`config.mk`:
```
export PLATFORM = sky130hd
export DESIGN_NAME = pc_fetch_unit_flat
export DESIGN_NICKNAME = d
export VERILOG_FILES = /design/src/rtl/pc_fetch_unit_pkg.sv /design/src/rtl/pc_fetch_unit_if.sv /design/src/rtl/pc_fetch_unit.sv /design/src/flat_wrapper.sv
export SDC_FILE = /design/constraint.sdc
export NUM_CORES = 1
export LEC_CHECK = 0
export CAP_MARGIN = 20
export CORE_MARGIN = 2
export CORE_UTILIZATION = 34
export DETAILED_ROUTE_END_ITERATION = 8
export GPL_ROUTABILITY_DRIVEN = 0
export PLACE_DENSITY = 0.87
export RECOVER_POWER = 100
export REMOVE_ABC_BUFFERS = 1
export SLEW_MARGIN = 20
export SYNTH_ARGS = -nofsm -noshare
export SYNTH_HDL_FRONTEND = slang
export SYNTH_SLANG_ARGS = --single-unit
```
`constraint.sdc`:
```
create_clock -name clk -period 1.8 [get_ports clk]
set_input_delay 0.27 -clock clk [delete_from_list [all_inputs] [get_ports clk]]
set_output_delay 0.27 -clock clk [all_outputs]
set_load 0.005 [all_outputs]
```
`src/rtl/pc_fetch_unit_pkg.sv`:
```
// Shared encodings for the fetch sequencer. Decode and branch units import the
// same state codes and PC defaults from here.
package pc_fetch_unit_pkg;

    localparam int DEFAULT_PC_WIDTH  = 32;
    localparam int DEFAULT_RESET_PC  = 0;
    localparam int DEFAULT_MEM_DEPTH = 128;

    localparam logic [1:0] ST_BOOT   = 2'd0;
    localparam logic [1:0] ST_RUN    = 2'd1;
    localparam logic [1:0] ST_HALTED = 2'd2;

    typedef enum logic [1:0] {
        BOOT   = ST_BOOT,
        RUN    = ST_RUN,
        HALTED = ST_HALTED
    } state_t;

endpackage

```
`src/rtl/pc_fetch_unit_if.sv`:
```
// Control and fetch-tag bundle between the PC sequencer and the pipeline front end.
// The master side is the sequencer; the slave side supplies stall/redirect/halt.
interface pc_fetch_unit_if
    import pc_fetch_unit_pkg::*;
#(
    parameter int PC_WIDTH = DEFAULT_PC_WIDTH
);
    logic                stall;
    logic                redirect_valid;
    logic [PC_WIDTH-1:0] redirect_pc;
    logic                halt;
    logic [PC_WIDTH-1:0] pc;
    logic [PC_WIDTH-1:0] fetch_pc;
    logic                fetch_valid;
    logic                halted;

    modport master (
        input  stall, redirect_valid, redirect_pc, halt,
        output pc, fetch_pc, fetch_valid, halted
    );

    modport slave (
        output stall, redirect_valid, redirect_pc, halt,
        input  pc, fetch_pc, fetch_valid, halted
    );
endinterface

```
`src/rtl/pc_fetch_unit.sv`:
```
// Program-counter sequencer for a one-cycle registered instruction memory.
// Tags the word on the memory output with fetch_pc/fetch_valid; handles stall, redirect, wrap, halt.
module pc_fetch_unit
    import pc_fetch_unit_pkg::*;
#(
    parameter int PC_WIDTH  = DEFAULT_PC_WIDTH,
    parameter int RESET_PC  = DEFAULT_RESET_PC,
    parameter int MEM_DEPTH = DEFAULT_MEM_DEPTH
) (
    input  logic                   clk,
    input  logic                   rst,
    pc_fetch_unit_if.master        bus
);

    localparam logic [PC_WIDTH-1:0] PC_MASK  = PC_WIDTH'(MEM_DEPTH - 1);
    localparam logic [PC_WIDTH-1:0] BOOT_PC  = PC_WIDTH'(RESET_PC) & PC_MASK;
    localparam logic [PC_WIDTH-1:0] FIRST_PC = PC_WIDTH'(RESET_PC + 1) & PC_MASK;

    state_t              state;
    logic [PC_WIDTH-1:0] pc;
    logic [PC_WIDTH-1:0] fetch_pc;
    logic                fetch_valid;
    logic                halted;

    // All PC values live inside the memory; upper bits are forced to zero.
    function automatic logic [PC_WIDTH-1:0] wrap(input logic [PC_WIDTH-1:0] v);
        return v & PC_MASK;
    endfunction

    // NOTE: every state register below is assigned with <= so all updates see
    // the pre-edge values; blocking assignments here would chain pc into fetch_pc.
    always_ff @(posedge clk or posedge rst) begin
        if (rst) begin
            state       <= BOOT;
            pc          <= BOOT_PC;
            fetch_pc    <= '0;
            fetch_valid <= 1'b0;
            halted      <= 1'b0;
        end else begin
            case (state)
                BOOT: begin
                    state       <= RUN;
                    pc          <= FIRST_PC;
                    fetch_pc    <= BOOT_PC;
                    fetch_valid <= 1'b1;
                end
                RUN: begin
                    if (bus.halt) begin
                        state       <= HALTED;
                        halted      <= 1'b1;
                        fetch_valid <= 1'b0;
                    end else if (bus.redirect_valid) begin
                        // The word read this cycle is wrong-path; squash it.
                        pc          <= wrap(bus.redirect_pc);
                        fetch_valid <= 1'b0;
                    end else if (!bus.stall) begin
                        fetch_pc    <= pc;
                        fetch_valid <= 1'b1;
                        pc          <= wrap(pc + PC_WIDTH'(1));
                    end
                end
                HALTED: begin
                    fetch_valid <= 1'b0;
                    halted      <= 1'b1;
                end
                default: begin
                    state       <= BOOT;
                    pc          <= BOOT_PC;
                    fetch_pc    <= '0;
                    fetch_valid <= 1'b0;
                    halted      <= 1'b0;
                end
            endcase
        end
    end

    assign bus.pc          = pc;
    assign bus.fetch_pc    = fetch_pc;
    assign bus.fetch_valid = fetch_valid;
    assign bus.halted      = halted;

endmodule

```
`src/flat_wrapper.sv`:
```
// flat-port wrapper written by rule: the top's interface ports become plain ports
module pc_fetch_unit_flat import pc_fetch_unit_pkg::*;
#(
    parameter int PC_WIDTH  = DEFAULT_PC_WIDTH,
    parameter int RESET_PC  = DEFAULT_RESET_PC,
    parameter int MEM_DEPTH = DEFAULT_MEM_DEPTH
)
  (clk, rst, bus_stall, bus_redirect_valid, bus_redirect_pc, bus_halt, bus_pc, bus_fetch_pc, bus_fetch_valid, bus_halted);
  pc_fetch_unit_if #(.PC_WIDTH(PC_WIDTH)) bus_i ();
  input  logic clk;
  input  logic rst;
  input wire logic [$bits(bus_i.stall)-1:0] bus_stall;
  input wire logic [$bits(bus_i.redirect_valid)-1:0] bus_redirect_valid;
  input wire logic [$bits(bus_i.redirect_pc)-1:0] bus_redirect_pc;
  input wire logic [$bits(bus_i.halt)-1:0] bus_halt;
  output wire logic [$bits(bus_i.pc)-1:0] bus_pc;
  output wire logic [$bits(bus_i.fetch_pc)-1:0] bus_fetch_pc;
  output wire logic [$bits(bus_i.fetch_valid)-1:0] bus_fetch_valid;
  output wire logic [$bits(bus_i.halted)-1:0] bus_halted;
  assign bus_i.stall = bus_stall;
  assign bus_i.redirect_valid = bus_redirect_valid;
  assign bus_i.redirect_pc = bus_redirect_pc;
  assign bus_i.halt = bus_halt;
  assign bus_pc = bus_i.pc;
  assign bus_fetch_pc = bus_i.fetch_pc;
  assign bus_fetch_valid = bus_i.fetch_valid;
  assign bus_halted = bus_i.halted;
  pc_fetch_unit #(.PC_WIDTH(PC_WIDTH), .RESET_PC(RESET_PC), .MEM_DEPTH(MEM_DEPTH)) u_core (.clk(clk), .rst(rst), .bus(bus_i));
endmodule
```
==> results.py <==
metrics = {
    "pwr": {
        "p_int_mw": 0.630,
        "combPwrFrac_pct": 9.7,
        "p_per_area_nw_per_um2": 510,
        "max-vdd-ir-drop_uv": 318,
        "seqPwrFrac_pct": 49.6,
        "p_leak_nw": 0.785,
        "p_switching_mw": 0.185,
        "swShare_pct": 22.7,
        "pwr-share-clk_pct": 40.7,
    },
    "timing": {
        "hold_viol": 0,
        "rsz0062_at_grt": "false",
        "fmax_mhz": 600,
        "finalSetupTns_ps": 0,
        "clock_skew_ps": 1.58,
        "drv_slew": 0,
        "min_period_over_period_pct": 92.6,
        "worst_pin_slew_ps": 976,
        "report.final.setup_viol": 0,
        "slew-limit-headroom_pct": 35.0,
        "period_needed_ps": 1670,
    },
    "logic_synthesis": {
        "yosysMostFrequentCell": "buf_4",
        "yosysTopAreaCell": "dfrtp_1",
        "ys_top_cells_by_count": "buf_4 (50), dfrtp_1 (18), nand3_1 (14)",
        "yosys-top-cells-area": "dfrtp_1 (32%), buf_4 (27%), nand3_1 (5.0%)",
        "synth-seq-area-share_pct": 32.2,
        "ys_ff_latch": 18,
        "synthArstFlopShare_pct": 100,
        "syn-cell-area_um2": 1400,
        "ys_warn_count": 0,
        "synth_enable_flop_cells": 0,
        "ys.flop_type": "dfrtp_1",
        "synthCells": 161,
        "yosys.area.top_type_share_pct": 32.2,
        "syn_avg_cell_area_um2": 8.69,
        "synth.distinct_cells": 30,
    },
    "critical_path": {
        "cp_max_fo": 10,
        "crit_path_start_kind": "input port",
        "critical_path_arrival_ps": 1840,
        "cp_slowest_stage_delay_ps": 470,
        "end_kind": "flip-flop",
        "critical_path_required_ps": 1980,
        "critPathKind": "in2reg",
        "crit_path_cell_trace": "clkdlybuf4s50_1 > or3_2 > a21oi_1 > clkbuf_2 > nand3_1 > o21ai_0",
        "path_buf_inv": 2,
        "slowest_stage": "or3_2",
        "path_delay_family": "buffers and inverters",
    },
    "die": {
        "io_pins": 103,
        "initial_utilization_pct": 35.2,
        "die_area_um2": 4640,
        "dieHeight_um": 68.1,
        "die_x_um": 68.1,
        "core-area_um2": 3970,
        "rows": 23,
    },
    "drt": {
        "drtIter0Drc": 27,
        "wl_mm": 2.57,
        "drc": 0,
        "ant_nets": 0,
        "vias_per_cell": 4.26,
        "wl_per_cell_um": 10.5,
        "vias": 1044,
        "drt_first_pass_iters": 4,
    },
    "final_layout": {
        "multi_input_area_um2": 664,
        "final_area_um2": 1600,
        "nets": 237,
        "drive_gt1_share_pct": 7.69,
        "regArea_um2": 450,
        "area_growth_syn_to_layout_pct": 14.3,
        "fillers": 423,
        "diodes": 0,
    },
    "clocking": {
        "root_buffer": "clkbuf_8",
        "cts_made_buffers": 3,
        "ctsResizeCount": 0,
        "clk_pin_slew_ps": 70,
        "h-tree-depth": 1,
        "cts_setup_buffers": 0,
        "cts_tree": "done",
        "cts_sinks": 18,
        "clockBufferDepth": 2,
        "clk_latency_ps": 260,
        "cts_hold_buf": 0,
    },
    "global_route": {
        "grt_pass1_wl_mm": 4.10,
        "grt.total_usage_pct": 11.9,
        "grt_pass1_vias": 954,
        "grt_max_degree": 19,
        "grt_overflow": 0,
        "grt_antenna_before_repair": 0,
    },
    "place": {
        "placed_area_um2": 1570,
        "hpwl_mm": 2.07,
        "io_buffers": 27,
    },
    "min_path": {
        "hold_path.class": "reg2reg",
    },
    "flow_run": {
        "maxCapViolations": 0,
    },
    "outcome": {
        "status": "complete, no violations",
    },
}
[state kept, by name (all words and copies together) (netlist names)]
register and count:
u_core.bus.fetch_valid 1, u_core.bus.halted 1, u_core.bus.pc 7, u_core.bus.fetch_pc 7, u_core.state 2
[routing by layer]
metal	track usage, %	vias up	share of wire [%]
met5	0	-	0
met4	2.75	0	0.97
met3	4.11	4	8.1
met2	22.7	51	53
met1	12.4	484	38
li1	-	505	-
[kinds of logic after synthesis]
logic type | share of synthesized area (%)
AOI/OAI and AO/OA | 11.4
other | 0.268
and+or+nand+nor | 17.2
muxes | 3.04
adders and majority gates | 3.58
buffers and inverters | 32.4
DFF | 32.2
[layout make-up]
class,instances,share of cell area (%)
timing repair buffer,36,20.3
multi-input combinational,126,41.5
tap,50,3.91
clock buffer,4,3.44
sequential,18,28.2
inverter,11,2.58
[worst paths after layout]
| check | from | depth (start not counted) | end | slack [ps] |
|---|---|---|---|---|
| max in group asynchronous | rst | 3 | u_core.bus.fetch_valid | 470 |
| setup / recovery | bus_halt | 6 | u_core.bus.fetch_pc[2] | 130 |
| min in group asynchronous | rst | 3 | u_core.bus.fetch_pc[6] | 740 |
| hold reg to reg | u_core.bus.halted | 1 | u_core.bus.halted | 520 |
| hold / removal | u_core.bus.halted | 1 | u_core.bus.halted | 520 |
| setup reg to reg | u_core.state[0] | 6 | u_core.bus.pc[4] | 170 |
[worst register-to-register path, cell delays in order, from the launching register on]
cell     delay [ps]
dfrtp_1         360
inv_1            80
ha_1            220
or2_1           260
o22ai_4         260
mux2i_1         240
nand3_1          90
[power by group through the flow]
stage | registers [mW] | clock network, mW | logic, mW
after floorplan | 0.412 | 0 | 0.0387
after global placement | 0.412 | 0 | 0.0793
after detailed placement | 0.412 | 0 | 0.0803
after CTS | 0.404 | 0.338 | 0.0804
after global routing | 0.404 | 0.370 | 0.0927
final | 0.404 | 0.332 | 0.0787
[stage by stage]
stage               hold WS, ps  total power [mW]  setup slack (ps)  instances  utilization [%]
global placement            505             0.491               107        241             39.6
CTS                         342             0.822               150        245             41.0
global route                540             0.866              17.1        245             40.3
floorplan                   209             0.451               152        155                -
finish                      522             0.815               132        245             40.3
detailed placement          511             0.492              47.5        241             39.6
[cells in the final DEF, fill, tap and decap left out, types with 3 or more instances in the layout]
cell,count
a21oi_1,4
buf_4,5
clkbuf_8,4
clkdlybuf4s50_1,10
conb_1,50
dfrtp_1,18
dlygate4sd3_1,17
ha_1,4
inv_1,11
nand2_1,8
nand2b_1,3
nand3_1,14
nand4_1,4
nor2_1,5
nor2b_1,3
o21ai_0,13
No activity file was read; power rests on OpenSTA's default activity.
==> RTL edit 1: new RTL, same settings <==
Change the package constant `DEFAULT_PC_WIDTH` from 32 to 36.
--- a/src/rtl/pc_fetch_unit_pkg.sv
+++ b/src/rtl/pc_fetch_unit_pkg.sv
@@ -2,7 +2,7 @@
 // same state codes and PC defaults from here.
 package pc_fetch_unit_pkg;
 
-    localparam int DEFAULT_PC_WIDTH  = 32;
+    localparam int DEFAULT_PC_WIDTH  = 36;
     localparam int DEFAULT_RESET_PC  = 0;
     localparam int DEFAULT_MEM_DEPTH = 128;
 
Ports: changed (resized bus_fetch_pc, bus_pc and bus_redirect_pc); port bits go from 103 to 115. The function was not compared with the original's and may differ.
==> RTL edit 1 against the unedited design <==
Critical path depth stayed put; area after synthesis rose by 4.3%; wire length fell by 0.54%; sequential cell count unchanged; cell count is 2.9% higher; setup slack better by 0.061 ns; register-to-register slack better by 0.02 ns; sequential power about the same; largest power group unchanged; die area is 4.0% higher; total power down 0.32%; design area rose by 2.1%; critical endpoint is now u_core.bus.pc[5]; highest routed layer unchanged; largest cell class unchanged.
==> RTL edit 1: results (changes against the unedited design) <==
- Status: complete, no violations
- Vias/cell: 4.15 (-2.5%)
- RR Endpoint: u_core.bus.pc[5]
- Met2 Wirelength: 1280 um (-6.3%)
- Met1 global-route usage: 0.125 (+0.000408)
- Critical path's largest stage delay: 0.35 ns (-0.12 ns)
- Met2 GRT Util: 0.182 (-0.0453)
- Min Hold Slack: 0.511 ns (-0.0107 ns)
- Length of routed wiring on met1: 1020 um (+4.1%)
- First-pass GRT wire length: 4170 um (+1.9%)
- Metal3 WL: 254 um (+22%)
- CP max stage cell: dfrtp_1
- Cell variety after synth: 30 (unchanged)
- Worst slack at placement: 0.00499 ns (-0.0425 ns)
- Synth cell count leaders: 58 x buf_4, 18 x dfrtp_1, 14 x nand3_1, 13 x o21ai_0, 11 x inv_1
- Post-DP HPWL: 2120 um (+2.4%)
- Leakage: 0.804 nW (+2.4%)
- M3 GR Usage: 0.0465 (+0.00539)
- Area taken by multi-input logic gates: 704 um2 (+6.0%)
- Top cells by area, synth: dfrtp_1 31%, buf_4 30%, nand3_1 4.8%, o21ai_0 4.5%, ha_1 3.4%
- Iteration-0 DRC Markers: 70 (+160%)
- Via Count: 1047 (+0.29%)
- CP arrival: 1.75 ns (-0.09 ns)
- Internal Power: 0.630 mW (about the same)
- CP top delay family: compound AO/OA/AOI/OAI gates
- Synth Instances: 169 (+5.0%)
- Relative slew slack: 0.378 (+0.0282)
- Ant diodes: 0 (unchanged)
- Max IR drop VDD: 0.227 mV (-29%)
- Placed Area: 0.00159 mm2 (+1.4%)
- Vias in the first global route: 920 (-3.6%)
- Filler cells: 410 (-3.1%)
-- RTL edit 1: kinds of logic after synthesis --
| kind of cell | count (synthesis) | share of synthesized area |
|---|---|---|
| adder cells (fa/ha/maj) | 4 | 0.0343 |
| AND/OR/NAND/NOR | 45 | 0.165 |
| AO/OA/AOI/OAI | 23 | 0.109 |
| multiplexers | 4 | 0.0292 |
| flip-flops | 18 | 0.309 |
| other | 1 | 0.00257 |
| buffers and inverters | 74 | 0.352 |
-- RTL edit 1: cell type report --
class / instances / area share
Clock buffer: 4 / 0.0337
Inverter: 11 / 0.0253
Multi-Input combinational cell: 134 / 0.431
Sequential cell: 18 / 0.276
Tap cell: 50 / 0.0383
Timing Repair Buffer: 35 / 0.195
-- RTL edit 1: worst max-delay path by stage --
stage	slack [ns]	start	end	cells after the start
floorplan	0.15	u_core.state[1]	u_core.bus.pc[6]	6
global placement	0.02	bus_redirect_valid	u_core.bus.fetch_pc[1]	5
detailed placement	0.005	bus_redirect_valid	u_core.bus.fetch_pc[1]	5
CTS	0.19	u_core.state[0]	u_core.bus.pc[5]	6
global route	0.05	u_core.state[1]	u_core.bus.pc[5]	5
finish	0.19	u_core.state[0]	u_core.bus.pc[5]	6
-- RTL edit 1: worst register-to-register path, stage by stage (launching register included) --
cell     delay, ns
dfrtp_1       0.35
inv_1         0.07
ha_1          0.21
or2_0         0.26
o22ai_4       0.27
nand2_1       0.10
a22o_1        0.24
-- RTL edit 1: power by group through the flow --
stage	Sequential (mW)	Clock [mW]	Combinational [mW]
4_1_cts	0.404	0.333	0.0829
5_1_grt	0.404	0.354	0.0929
3_5_place_dp	0.412	0	0.0826
2_1_floorplan	0.412	0	0.0423
3_3_place_gp	0.412	0	0.0823
6_report	0.404	0.326	0.0820
==> RTL edit 2: new RTL, config.mk and constraints unchanged <==
Made on the original files. Reset style: synchronous (`rst`), changed in one clocked block.
--- a/src/rtl/pc_fetch_unit.sv
+++ b/src/rtl/pc_fetch_unit.sv
@@ -29,7 +29,7 @@
 
     // NOTE: every state register below is assigned with <= so all updates see
     // the pre-edge values; blocking assignments here would chain pc into fetch_pc.
-    always_ff @(posedge clk or posedge rst) begin
+    always_ff @(posedge clk) begin
         if (rst) begin
             state       <= BOOT;
             pc          <= BOOT_PC;
Check against the original RTL: differs if rst is asserted again (counterexample within 4 cycles, from zero or initial values and one cycle with rst high); with rst held inactive, the same outputs for 10 cycles.
==> RTL edit 2 against the unedited design <==
Setup slack worse by 0.045 ns; maximum frequency is 2.6% lower; area after synthesis shrank 3.4%; largest cell class unchanged; worst hold slack got worse by 0.072 ns; sequential cell count stayed put; design area increased by 0.63%; register-to-register slack worse by 0.08 ns; count of clock-buffer cells in the layout unchanged; utilization is 2.7 points higher; wire length is 7.7% higher.
Power is not compared: it rests on default switching activity, and its combinational part moved more than twofold at a synthesized area within 25%.
==> RTL edit 2: results (changes against the unedited design) <==
- Non-clock buffers: 41 (+14%)
- Critical path's largest stage delay: 0.39 ns (-0.08 ns)
- Placed Area: 0.00156 mm2 (-0.72%)
- Cell variety after synth: 38 (+27%)
- Skew final: 0.00729 ns (+0.00570 ns)
- Fin cells: 258 (+5.3%)
- CP max stage cell: or3b_4
- Synthesis-to-finish area growth: 19.1%
- CP top delay family: simple AND/OR/NAND/NOR gates
- Tot GR Track Use: 0.125 (+0.00560)
- Die Area: 0.00449 mm2 (-3.2%)
- Metal3 WL: 228 um (+9.6%)
- Met1 global-route usage: 0.152 (+0.0278)
- Synth Instances: 173 (+7.5%)
- Async set-or-reset flop fraction in the synthesized netlist: 0 (-1.00)
- CP arrival: 1.92 ns (+0.08 ns)
- Largest net degree at the start of global routing: 17 (-2)
- Met2 Wirelength: 1250 um (-8.0%)
- Via Count: 1127 (+8.0%)
- First-pass GRT wire length: 4210 um (+2.7%)
- Status: complete, no violations
- Area taken by multi-input logic gates: 744 um2 (+12%)
- Total power: 1.14 mW
- Routed length per instance: 10.7 um (+2.2%)
- Worst Hold Depth: 2 (+1)
- Synth cell count leaders: 50 x buf_4, 18 x dfxtp_1, 17 x a21oi_1, 13 x nand2_1, 10 x nand3_1
- Worst slack at placement: -0.0615 ns (-0.109 ns)
- Post-DP HPWL: 2160 um (+4.2%)
- FF-to-FF setup slack: 0.09 ns (-0.08 ns)
- HP Start: u_core.bus.fetch_pc[4]
- Dpl cells: 254 (+5.4%)
- Layout cells sized above 1: 0.105 (+0.0278)
RTL edit 2: kinds of logic after synthesis:
logic type / share of synthesized area
buffers and inverters: 0.320
AND/OR/NAND/NOR: 0.196
AO/OA/AOI/OAI: 0.169
flip-flops: 0.267
adder cells (fa/ha/maj): 0.0370
multiplexers: 0.00833
other: 0.00278
RTL edit 2: how the worst max path moves through the flow:
stage                     slack [ns]          endpoint                from  cells past startpoint
after floorplan                0.007  u_core.bus.pc[3]     u_core.state[1]                      6
after global placement         -0.04  u_core.bus.pc[6]  bus_redirect_valid                      6
after detailed placement       -0.06  u_core.bus.pc[6]  bus_redirect_valid                      6
after CTS                       0.05  u_core.bus.pc[3]     u_core.state[0]                      6
after global routing            0.02  u_core.bus.pc[3]     u_core.state[0]                      6
final                           0.09  u_core.bus.pc[6]     u_core.state[0]                      7
